### src/rtl/sm_sat_accum_pkg.sv
// sm_sat_accum_pkg: shared sign-magnitude widths, FSM encoding and conversion helpers.
package sm_sat_accum_pkg;
  localparam int DATA_W_DEF = 36;
  localparam int GUARD_W_DEF = 8;
  localparam int ACC_W_DEF = DATA_W_DEF + GUARD_W_DEF;
  localparam logic [1:0] ST_ACC = 2'd0;
  localparam logic [1:0] ST_FIN = 2'd1;
  localparam logic [1:0] ST_HOLD = 2'd2;
  typedef logic [DATA_W_DEF-1:0] sm_t;
  typedef logic [ACC_W_DEF-1:0] acc_t;
  function automatic acc_t sm2tc(input sm_t s);
    acc_t m;
    m = acc_t'(s[DATA_W_DEF-2:0]);
    return s[DATA_W_DEF-1] ? -m : m;
  endfunction
  function automatic sm_t tc2sm_sat(input acc_t a, input logic sat_en);
    acc_t m;
    logic ovf;
    m = a[ACC_W_DEF-1] ? -a : a;
    ovf = |m[ACC_W_DEF-1:DATA_W_DEF-1];
    return {a[ACC_W_DEF-1], (ovf && sat_en) ? {(DATA_W_DEF-1){1'b1}} : m[DATA_W_DEF-2:0]};
  endfunction
endpackage

### src/rtl/sm_sat_accum_conv.sv
// sm_tc_conv: sign-magnitude to two's complement and back, with optional magnitude clamp.
module sm_tc_conv
  import sm_sat_accum_pkg::*;
#(
  parameter int DATA_W = DATA_W_DEF,
  parameter int ACC_W = ACC_W_DEF,
  parameter bit SAT_EN = 1'b1
) (
  input  logic [DATA_W-1:0] i_sm,
  output logic [ACC_W-1:0]  o_tc,
  input  logic [ACC_W-1:0]  i_tc,
  output logic [DATA_W-1:0] o_sm,
  output logic              o_ovf
);
  logic [ACC_W-1:0] w_mag;
  logic [ACC_W-1:0] w_abs;
  // Negating a zero magnitude yields zero, so -0 folds to +0 for free.
  assign w_mag = {{(ACC_W-DATA_W+1){1'b0}}, i_sm[DATA_W-2:0]};
  assign o_tc = i_sm[DATA_W-1] ? -w_mag : w_mag;
  assign w_abs = i_tc[ACC_W-1] ? -i_tc : i_tc;
  assign o_ovf = |w_abs[ACC_W-1:DATA_W-1];
  assign o_sm = {i_tc[ACC_W-1], (o_ovf && SAT_EN) ? {(DATA_W-1){1'b1}} : w_abs[DATA_W-2:0]};
endmodule

### src/rtl/sm_sat_accum.sv
// sm_sat_accum: frames of sign-magnitude samples summed in a wide accumulator,
// emitted as a saturated sign-magnitude result with overflow flag and beat count.
module sm_sat_accum
  import sm_sat_accum_pkg::*;
#(
  parameter int DATA_W = DATA_W_DEF,
  parameter int GUARD_W = GUARD_W_DEF,
  parameter int MAX_LEN = 256,
  parameter int CNT_W = 9,
  parameter bit SAT_EN = 1'b1
) (
  input  logic              clk,
  input  logic              rst,
  input  logic              in_valid,
  output logic              in_ready,
  input  logic [DATA_W-1:0] in_data,
  input  logic              in_last,
  output logic              out_valid,
  input  logic              out_ready,
  output logic [DATA_W-1:0] out_data,
  output logic              out_sat,
  output logic [CNT_W-1:0]  out_cnt
);
  localparam int ACC_W = DATA_W + GUARD_W;
  logic [1:0]        r_state;
  logic [ACC_W-1:0]  r_acc;
  logic [CNT_W-1:0]  r_cnt;
  logic              r_sat_st;
  logic              r_out_valid;
  logic [DATA_W-1:0] r_out_data;
  logic              r_out_sat;
  logic [CNT_W-1:0]  r_out_cnt;
  logic [ACC_W-1:0]  w_x;
  logic [DATA_W-1:0] w_sm;
  logic              w_ovf;
  logic [ACC_W:0]    w_sum;
  logic              w_add_ovf;
  logic [ACC_W-1:0]  w_max;
  logic [ACC_W-1:0]  w_acc_nx;
  logic [CNT_W-1:0]  w_cnt_nx;
  logic              w_beat;
  logic              w_end;
  sm_tc_conv #(.DATA_W(DATA_W), .ACC_W(ACC_W), .SAT_EN(SAT_EN)) u_conv (
    .i_sm  (in_data),
    .o_tc  (w_x),
    .i_tc  (r_acc),
    .o_sm  (w_sm),
    .o_ovf (w_ovf)
  );
  // One extra sign bit exposes accumulator overflow as a mismatch of the top two bits.
  assign w_sum = {r_acc[ACC_W-1], r_acc} + {w_x[ACC_W-1], w_x};
  assign w_add_ovf = w_sum[ACC_W] ^ w_sum[ACC_W-1];
  assign w_max = {1'b0, {(ACC_W-1){1'b1}}};
  assign w_acc_nx = (w_add_ovf && SAT_EN) ? (w_sum[ACC_W] ? -w_max : w_max) : w_sum[ACC_W-1:0];
  assign w_cnt_nx = r_cnt + 1'b1;
  assign w_beat = in_valid && (r_state == ST_ACC);
  assign w_end = in_last || (w_cnt_nx == CNT_W'(MAX_LEN));
  assign in_ready = (r_state == ST_ACC);
  assign out_valid = r_out_valid;
  assign out_data = r_out_data;
  assign out_sat = r_out_sat;
  assign out_cnt = r_out_cnt;
  always_ff @(posedge clk or posedge rst) begin
    if (rst) begin
      r_state <= ST_ACC;
      r_acc <= '0;
      r_cnt <= '0;
      r_sat_st <= 1'b0;
      r_out_valid <= 1'b0;
      r_out_data <= '0;
      r_out_sat <= 1'b0;
      r_out_cnt <= '0;
    end else begin
      case (r_state)
        ST_ACC: if (w_beat) begin
          r_acc <= w_acc_nx;
          r_cnt <= w_cnt_nx;
          r_sat_st <= r_sat_st | w_add_ovf;
          if (w_end) r_state <= ST_FIN;
        end
        ST_FIN: begin
          r_out_data <= w_sm;
          r_out_sat <= r_sat_st | w_ovf;
          r_out_cnt <= r_cnt;
          r_out_valid <= 1'b1;
          r_acc <= '0;
          r_cnt <= '0;
          r_sat_st <= 1'b0;
          r_state <= ST_HOLD;
        end
        ST_HOLD: if (out_ready) begin
          r_out_valid <= 1'b0;
          r_state <= ST_ACC;
        end
        default: r_state <= ST_ACC;
      endcase
    end
  end
endmodule

### config.mk
export PLATFORM = sky130hd
export DESIGN_NAME = sm_sat_accum
export DESIGN_NICKNAME = d
export VERILOG_FILES = /design/src/rtl/sm_sat_accum_pkg.sv /design/src/rtl/sm_sat_accum_conv.sv /design/src/rtl/sm_sat_accum.sv
export SDC_FILE = /design/constraint.sdc
export NUM_CORES = 1
export LEC_CHECK = 0
export BUFFER_PORTS_ARGS = -buffer_cell sky130_fd_sc_hd__buf_2
export CAP_MARGIN = 20
export CORE_ASPECT_RATIO = 0.8
export CORE_UTILIZATION = 65
export CTS_CLUSTER_DIAMETER = 120
export DETAILED_ROUTE_END_ITERATION = 10
export HOLD_SLACK_MARGIN = 0.08
export PLACE_DENSITY_LB_ADDON = 0.3
export SLEW_MARGIN = 20
export SYNTH_ARGS = -nofsm -noshare
export SYNTH_HDL_FRONTEND = slang
export SYNTH_SLANG_ARGS = --single-unit
### constraint.sdc
create_clock -name clk -period 6.75 [get_ports clk]
set_input_delay 1.0125 -clock clk [delete_from_list [all_inputs] [get_ports clk]]
set_output_delay 1.0125 -clock clk [all_outputs]
set_load 0.005 [all_outputs]
==> results of run 1 <==
-- state kept, by name (all words and copies together), names as in the netlist --
signal     flops
out_cnt        9
out_data      36
out_sat        1
out_valid      1
r_acc         44
r_cnt          9
r_sat_st       1
r_state        2
-- power breakdown --
| group | switching, mW | internal [mW] | total (mW) | leakage [nW] |
|---|---|---|---|---|
| clock | 0.240 | 0.292 | 0.533 | 0.152 |
| combinational | 1.68 | 1.11 | 2.79 | 2.60 |
| sequential | 0.360 | 0.812 | 1.17 | 1.17 |
| total | 2.28 | 2.21 | 4.49 | 3.92 |
-- metrics by stage --
step / power (mW) / TNS [ns]
final: 4.489 / 0
after CTS: 4.406 / 0
after floorplan: 3.099 / 0
after detailed placement: 3.849 / -0.3048
after global placement: 3.758 / 0
after global routing: 4.836 / -0.3079
-- kinds of logic (layout without fill, tap and decap cells) --
group	Yosys count	after routing	share of synthesized area [%]
AND/OR/NAND/NOR	385	385	21.46
AO/OA/AOI/OAI	312	312	24.51
XOR/XNOR	110	110	11.51
flip-flops	103	103	30.78
buffers and inverters	68	137	3.332
adder cells (fa/ha/maj)	54	54	8.159
multiplexers	2	2	0.2540
-- worst max-delay path by stage --
stage	from	to	slack (ns)	cells past startpoint
floorplan	in_data[8]	r_acc[42]$_DFFE_PP0P_	0.34	22
global route	in_data[8]	r_acc[31]$_DFFE_PP0P_	-0.05	22
detailed placement	in_data[8]	r_acc[17]$_DFFE_PP0P_	-0.07	24
CTS	in_data[8]	r_acc[17]$_DFFE_PP0P_	0.29	24
finish	in_data[8]	r_acc[42]$_DFFE_PP0P_	0.34	23
global placement	in_data[8]	r_acc[18]$_DFFE_PP0P_	0.12	24
-- worst reg2reg max path, stage by stage (launching register included) --
cell      delay [ns]
dfrtp_1         0.46
nor4_1          0.43
nand2_1         0.25
or3_4           0.41
or3_4           0.38
or3_4           0.36
or3_4           0.36
nor4b_4         0.28
nand3b_2        0.12
a311oi_4        0.25
buf_4           0.49
a21oi_1         0.17
-- timing repair --
action / 4_1_cts / 5_1_grt
gates resized for setup: 0 / 2
endpoints found under the setup margin: 0 / 36
endpoints found under the hold margin: 0 / 0
-- routing by layer --
layer | vias up | GRT usage [%] | part of all wire (%)
met5 | - | 0 | 0
li1 | 3816 | - | -
met3 | 32 | 4.236 | 9.1
met1 | 3661 | 51.83 | 48
met4 | 0 | 11.51 | 1.8
met2 | 355 | 44.86 | 41
-- final cells by class --
type	count	area [um2]	share of cell area [%]
tap	171	214.0	2.302
clock buffer	9	225.2	2.423
sequential	103	2577	27.73
clock inverter	7	77.57	0.8346
multi-input combinational	863	5553	59.74
inverter	21	81.33	0.8749
timing repair buffer	100	566.8	6.098
-- layout by cell type (no fill, tap or decap), types with 30 or more instances in the layout --
cell type and count:
a21oi_2 30, a21oi_1 66, dfrtp_1 103, nor2_1 104, o21ai_0 101, xor2_1 52
nand2_1 160, ha_1 53, xnor2_1 57, buf_2 88
==> results.ini, run 1 <==
[status]
status = complete, no violations

[floorplanning]
rows = 36
start_util_pct = 67.60
die_area_mm2 = 0.01334
ios = 89
die_w_um = 128.9
core_area_mm2 = 0.01239
die_h_um = 103.5

[logic_synthesis]
synthCells = 1034
ys_ff_latch = 103
synth_area_mm2 = 0.008373
synth_area_leaders = dfrtp_1 (31%), ha_1 (7.9%), nand2_1 (7.2%), o21ai_0 (6.1%), xnor2_1 (6.1%)
yosysSeqAreaShare_pct = 30.78
yosysTopAreaCellShare_pct = 30.78
synth_most_common_cell = nand2_1
yosys.area.top_type = dfrtp_1
synth-edff-count = 0
synth.distinct_cells = 67
postSynthAreaPerCell_um2 = 8.098
netlist_top_cells_count = nand2_1 (160), nor2_1 (104), dfrtp_1 (103), o21ai_0 (102), a21oi_1 (66)
synth_flop_cell = dfrtp_1
synthArstFlopShare_pct = 100.0
synth_fp_nets = 1129
yosys_warnings = 0

[worst_setup_path]
r2r_slack_ns = 2.65
slowest_stage = or4_1
slowest_delay_ns = 0.61
path_buf_inv = 2
worstSetupPathType = in -> reg
critPathLaunchType = input port
required_ns = 6.96
r2r-end = out_sat$_DFFE_PP0P_
cp_top_family = simple AND/OR/NAND/NOR gates
reg2regPathDepth = 11
path_cells = buf_2 -> or4_1 -> nor4_2 -> nand2_1 -> or4_1 -> or3_1 -> or3_1 -> or2_2 -> o21ai_0 -> xnor2_1 -> ha_1 -> a21o_1 -> a21o_1 -> a21oi_1 -> o21ai_1 -> a21o_1 -> a21o_1 -> or3_1 -> o211ai_1 -> buf_4 -> xnor2_2 -> a2111oi_0 -> a21oi_1
crit_top_cell = a21o_1
critPathCaptureType = flop
critical_path_peak_fanout = 6
timing.rr.start = r_acc[3]$_DFFE_PP0P_
cp.arrival_ns = 6.62

[sta]
fin_crit_ns = 6.413
period_share_pct = 95.00
holdWs_ns = 0.4685
report.final.slew_viol_count = 0
fmax_mhz = 155.9
fin_worst_skew_ns = 0.008435
finalHoldViolCount = 0
max_slew_margin_pct = 53.05
setup_viol = 0
layout_setup_ws_ns = 0.3373
tightest_slew_ns = 0.7042

[hold_path]
hold_path_end = out_cnt[4]$_DFFE_PP0P_
hold_path_class = reg -> reg
worstHoldStart = out_cnt[4]$_DFFE_PP0P_
min_path_cells = 2

[place]
portBuffers = 88
place.gp.congestion = 0.9760
placed_cells = 1257
post-place-ws_ns = -0.07239
dpl_cell_area_mm2 = 0.008955
dp_hpwl_um = 16110

[finish]
fillCellCount = 943
diodes = 0
fin_cells = 1274
fin_area_mm2 = 0.009295
final_layout_size_suffix_gt1_share_pct = 15.68
layout.nets = 1193
syn2layout_area_growth_pct = 11.01
fin_util_pct = 75.04

[drt]
num_vias = 7864
drt_pass1_iterations = 8
wl_per_cell_um = 16.62
drt_iter0_markers = 879
avgViaCountPerCell = 6.173
ant_nets = 0
wirelength_um = 21180
remaining_drc_errors = 0

[clock_network]
htree_num_levels = 3
numCtsBuffers = 9
path_clk_slew_ns = 0.07
post_cts_buffers = 0
root_buffer = clkbuf_16
tritoncts = built
cts_max_path_buffers = 2
clk-insertion-delay-late_ns = 0.35
clock_sinks = 103
holdBufCountCts = 0

[grt]
grt_max_degree = 59
gr-total-overflow = 0
grt_antenna_before_repair = 0
grt_pass1_wl_um = 34670
grt_pass1_vias = 7162
grt_util_all_layers_pct = 32.69

[power_and_ir_drop]
power_density_mw_per_mm2 = 483.0
peakVddDrop_v = 0.0003255
p_leak_nw = 3.924

[flow_run]
max_cap_viol_count = 0

No activity file was read; power rests on OpenSTA's default activity.
==> run 2: changes to the inputs <==
PLACE_DENSITY = 0.87   (was default)
PLACE_DENSITY_LB_ADDON = default   (was 0.3)
==> results.ini, run 2 (synthesized netlist as in run 1, its figures left out) <==
[drt]
num_vias = 7913
remaining_drc_errors = 2
avgViaCountPerCell = 6.206
wl_per_cell_um = 16.97
ant_nets = 0
wirelength_um = 21630
drt_iter0_markers = 730
drt_pass1_iterations = 8

[flow_run]
max_cap_viol_count = 0

[place]
portBuffers = 88
placed_cells = 1258
dp_hpwl_um = 16290
place.gp.congestion = 0.9329
post-place-ws_ns = -0.03398
dpl_cell_area_mm2 = 0.008962

[finish]
fillCellCount = 906
final_layout_size_suffix_gt1_share_pct = 15.58
fin_util_pct = 75.12
diodes = 0
final_cell_mix = nand2_1 (160), nor2_1 (104), dfrtp_1 (103)
syn2layout_area_growth_pct = 11.13
layout.nets = 1195
fin_area_mm2 = 0.009305
fin_cells = 1275
largest_register_ffs = 44
regMostFlops = r_acc
layout_commonest_cell = nand2_1

[clock_network]
numCtsBuffers = 9
path_clk_slew_ns = 0.07
holdBufCountCts = 0
htree_num_levels = 3
root_buffer = clkbuf_16
cts_max_path_buffers = 2
tritoncts = built
clk-insertion-delay-late_ns = 0.35
clock_sinks = 103

[status]
violations = design-rule violations
status = finished with violations

[grt]
grt_pass1_vias = 6912
grt_util_all_layers_pct = 32.59
grt_pass1_wl_um = 34620
grt_antenna_before_repair = 0
grt_max_degree = 58
gr-total-overflow = 0

[sta]
max_slew_margin_pct = 52.46
fin_crit_ns = 6.401
tightest_slew_ns = 0.7115
fmax_mhz = 156.2
fin_worst_skew_ns = 0.007512
report.final.slew_viol_count = 0
layout_setup_ws_ns = 0.3488
period_share_pct = 94.83
setup_viol = 0
finalHoldViolCount = 0

[floorplanning]
rows = 36
die_area_mm2 = 0.01334
die_h_um = 103.5
die_w_um = 128.9
ios = 89
start_util_pct = 67.60
core_area_mm2 = 0.01239

[worst_setup_path]
critPathLaunchType = input port
worstSetupPathType = in -> reg
cp.arrival_ns = 6.66
critical_path_peak_fanout = 32
required_ns = 7.00
critPathCaptureType = flop

[power_and_ir_drop]
peakVddDrop_v = 0.0004139
power_density_mw_per_mm2 = 490.3
p_leak_nw = 3.924
power_mw = 4.562

[hold_path]
hold_path_class = reg -> reg

[run 2: layout make-up]
type	count	area, um2	area share (%)
multi-input cells	863	5553	59.67
repair buffers	102	565.5	6.078
inverters	21	81.33	0.8740
well taps	171	214.0	2.299
clock buffers	12	246.5	2.649
clock inverters	3	67.56	0.7261
flip-flops and latches	103	2577	27.70
[run 2: final timing paths]
kind	slack (ns)	from	to	cells after the start
min in group asynchronous	0.72	rst	out_data[34]$_DFFE_PP0P_	2
hold / removal	0.47	out_cnt[3]$_DFFE_PP0P_	out_cnt[3]$_DFFE_PP0P_	2
hold reg to reg	0.47	out_cnt[3]$_DFFE_PP0P_	out_cnt[3]$_DFFE_PP0P_	2
setup / recovery	0.35	in_data[8]	r_acc[28]$_DFFE_PP0P_	24
max in group asynchronous	4.91	rst	r_cnt[5]$_DFFE_PP0P_	3
setup reg to reg	2.56	r_acc[17]$_DFFE_PP0P_	out_data[0]$_DFFE_PP0P_	11
[run 2: worst max-delay path, cell delays in order]
cell,delay [ns]
buf_2,0.12
or4_1,0.59
nor4_2,0.20
nand2_1,0.12
or4_1,0.49
or3_1,0.38
or3_1,0.35
or2_2,0.29
o21ai_0,0.19
xnor2_1,0.17
ha_1,0.29
a21o_1,0.19
a21o_1,0.18
a21oi_1,0.17
o21ai_1,0.11
a21o_1,0.20
a21o_1,0.20
or3_1,0.35
o211ai_1,0.20
buf_4,0.16
xnor2_2,0.16
buf_12,0.23
nor2_1,0.08
o21ai_0,0.21
[run 2: where the power goes]
group          internal, mW  total [mW]  switching (mW)  leakage [nW]
registers             0.812        1.17           0.363          1.17
logic                  1.14        2.83            1.69          2.61
clock network         0.333       0.556           0.223         0.149
total                  2.28        4.56            2.28          3.92
[run 2: metal layers]
metal	part of all wire, %	wire, um	track usage [%]
met1	46	10020	51.90
met2	41	8903	45.44
met3	11	2484	5.010
met4	1.0	227	8.151
met5	0	0	0
[run 2: what timing repair did]
action,CTS,global route
gates resized for setup,0,1
setup buffers,0,1
endpoints found under the setup margin,0,42
[run 2: metrics by stage]
stage | hold slack [ns] | setup TNS [ns]
2_1_floorplan | 0.4700 | 0
5_1_grt | 0.4912 | -0.008702
6_report | 0.4715 | 0
3_5_place_dp | 0.4587 | -0.1196
4_1_cts | 0.4747 | 0
3_3_place_gp | 0.4526 | 0
==> run 3: changes to the inputs <==
ABC_AREA = 1   (was default)
PLACE_DENSITY = 0.86   (was 0.87)
==> results.ini, run 3 <==
[status]
status = complete, no violations

[logic_synthesis]
postSynthAreaPerCell_um2 = 6.198
synth_most_common_cell = nand2_1
synthArstFlopShare_pct = 100.0
synth_area_leaders = dfrtp_1 (24%), nand2_1 (20%), inv_1 (7.4%), ha_1 (6.2%), nor2_1 (5.7%)
yosys_warnings = 0
synth_fp_nets = 1832
synthCells = 1737
synth_flop_cell = dfrtp_1
synth_area_mm2 = 0.01077
ys_ff_latch = 103
yosysSeqAreaShare_pct = 23.94
netlist_top_cells_count = nand2_1 (568), inv_1 (213), nor2_1 (163), nand3_1 (121), dfrtp_1 (103)
yosysTopAreaCellShare_pct = 23.94
synth.distinct_cells = 41
synth-edff-count = 0
yosys.area.top_type = dfrtp_1

[drt]
avgViaCountPerCell = 5.816
num_vias = 11770
wl_per_cell_um = 16.84
drt_pass1_iterations = 8
drt_iter0_markers = 1373
remaining_drc_errors = 0
ant_nets = 0
wirelength_um = 34090

[sta]
report.final.slew_viol_count = 0
fin_worst_skew_ns = 0.01090
tightest_slew_ns = 0.9727
fmax_mhz = 177.8
fin_crit_ns = 5.623
finalSetupTns_ns = 0
rsz0062_at_grt = false
setup_viol = 0
max_slew_margin_pct = 34.56
finalHoldViolCount = 0
period_share_pct = 83.30
layout_setup_ws_ns = 1.127

[worst_setup_path]
path_buf_inv = 3
slowest_delay_ns = 0.80
critical_path_peak_fanout = 43
endpoint = r_acc[2]$_DFFE_PP0P_
path_cells = buf_2 -> nor2_1 -> inv_1 -> nor3_1 -> nand3_1 -> nor4_1 -> xor2_1 -> a21oi_1 -> ha_1 -> nand2_1 -> nor2_1 -> inv_1 -> nor2_1 -> nand2_1 -> nor2_1 -> nand2_1 -> nand4_1 -> nand2_1 -> nand2_2 -> nand3_1 -> nand2_1 -> nand2_1
cp.arrival_ns = 5.86
cp_top_family = simple AND/OR/NAND/NOR gates
crit_cells = 22
required_ns = 6.99
r2r_slack_ns = 3.33
slowest_stage = nor4_1
timing.rr.start = r_acc[31]$_DFFE_PP0P_
reg2regPathDepth = 14
r2r-end = r_acc[2]$_DFFE_PP0P_
startpoint = in_data[28]
critPathCaptureType = flop
crit_top_cell = nand2_1
critPathLaunchType = input port
worstSetupPathType = in -> reg

[clock_network]
numCtsBuffers = 9
htree_num_levels = 3
root_buffer = clkbuf_16
tritoncts = built
post_cts_buffers = 0
clk-insertion-delay-late_ns = 0.35
cts_max_path_buffers = 2
holdBufCountCts = 0
cts_resized = 0
path_clk_slew_ns = 0.07
clock_sinks = 103

[finish]
syn2layout_area_growth_pct = 7.926
layout_commonest_cell = nand2_1
fin_area_mm2 = 0.01162
layout.nets = 1897
final_cell_mix = nand2_1 (568), inv_1 (212), nor2_1 (161)
regMostFlops = r_acc
largest_register_ffs = 44
final_layout_size_suffix_gt1_share_pct = 13.84

[floorplanning]
rows = 41
die_w_um = 145.9
core_area_mm2 = 0.01595
ios = 89
start_util_pct = 67.48
die_h_um = 117.1
die_area_mm2 = 0.01708

[hold_path]
min_path_cells = 2
hold_path_class = reg -> reg
worstHoldStart = out_cnt[0]$_DFFE_PP0P_

[grt]
gr-total-overflow = 0
grt_antenna_before_repair = 2
grt_util_all_layers_pct = 40.28
grt_max_degree = 58
grt_pass1_wl_um = 53640
grt_pass1_vias = 10570

[power_and_ir_drop]
peakVddDrop_v = 0.0003027
power_density_mw_per_mm2 = 458.9
p_leak_nw = 5.904

[place]
post-place-ws_ns = 1.117
place.gp.congestion = 1.036
portBuffers = 88
dpl_cell_area_mm2 = 0.01130
dp_hpwl_um = 27270

[flow_run]
max_cap_viol_count = 0

-- run 3: tightest hold or removal path, delay by kind of cell, from the launching register on --
family / cells / cell delay (ns)
and+or+nand+nor: 1 / 0.05
AOI/OAI and AO/OA: 1 / 0.06
DFF: 1 / 0.35
-- run 3: through the flow --
step | total power, mW | cells | utilization, % | hold slack, ns
after floorplan | 3.800 | 1737 | - | 0.4497
after global placement | 4.598 | 2005 | 70.86 | 0.4649
after detailed placement | 4.699 | 2005 | 70.86 | 0.4769
after CTS | 5.213 | 2021 | 72.62 | 0.4939
after global routing | 5.779 | 2024 | 72.83 | 0.5137
final | 5.332 | 2024 | 72.83 | 0.4929
-- run 3: power by group --
part / switching (mW) / internal (mW) / total, mW
Combinational: 2.48 / 1.21 / 3.69
Clock: 0.246 / 0.254 / 0.500
Sequential: 0.334 / 0.812 / 1.15
Total: 3.06 / 2.28 / 5.33
-- run 3: kinds of logic (layout without fill, tap and decap cells) --
kind of cell / Yosys count / in the layout / synth area share [%]
AOI/OAI and AO/OA: 177 / 177 / 9.066
buffers and inverters: 274 / 344 / 10.26
adders and majority gates: 54 / 54 / 6.346
xor gates and xnor gates: 70 / 70 / 5.695
other: 0 / 2 / 0
and+or+nand+nor: 1059 / 1059 / 44.69
DFF: 103 / 103 / 23.94
-- run 3: worst min-delay path by stage --
stage | slack (ns) | to
floorplan | 0.45 | r_sat_st$_DFFE_PP0P_
global placement | 0.46 | out_cnt[8]$_DFFE_PP0P_
detailed placement | 0.48 | out_cnt[5]$_DFFE_PP0P_
CTS | 0.49 | out_cnt[5]$_DFFE_PP0P_
global route | 0.51 | out_data[35]$_DFFE_PP0P_
finish | 0.49 | out_cnt[0]$_DFFE_PP0P_
-- run 3: per-layer routing --
layer / wire, um / share of wire [%] / GRT usage [%] / vias up
met5: 0 / 0 / 0 / -
met4: 1340 / 3.9 / 15.37 / 0
met3: 3809 / 11 / 8.372 / 111
met2: 14560 / 43 / 63.67 / 647
met1: 14370 / 42 / 54.71 / 5383
li1: - / - / - / 5630
-- run 3: final cells by class --
cell class / instances / area (um2)
Multi-Input combinational cell: 1360 / 7088
Fill cell: 1414 / 4335
Sequential cell: 103 / 2577
Inverter: 231 / 869.6
Timing Repair Buffer: 97 / 528.0
Tap cell: 215 / 269.0
Clock buffer: 9 / 225.2
Clock inverter: 7 / 56.30
Antenna cell: 2 / 5.005
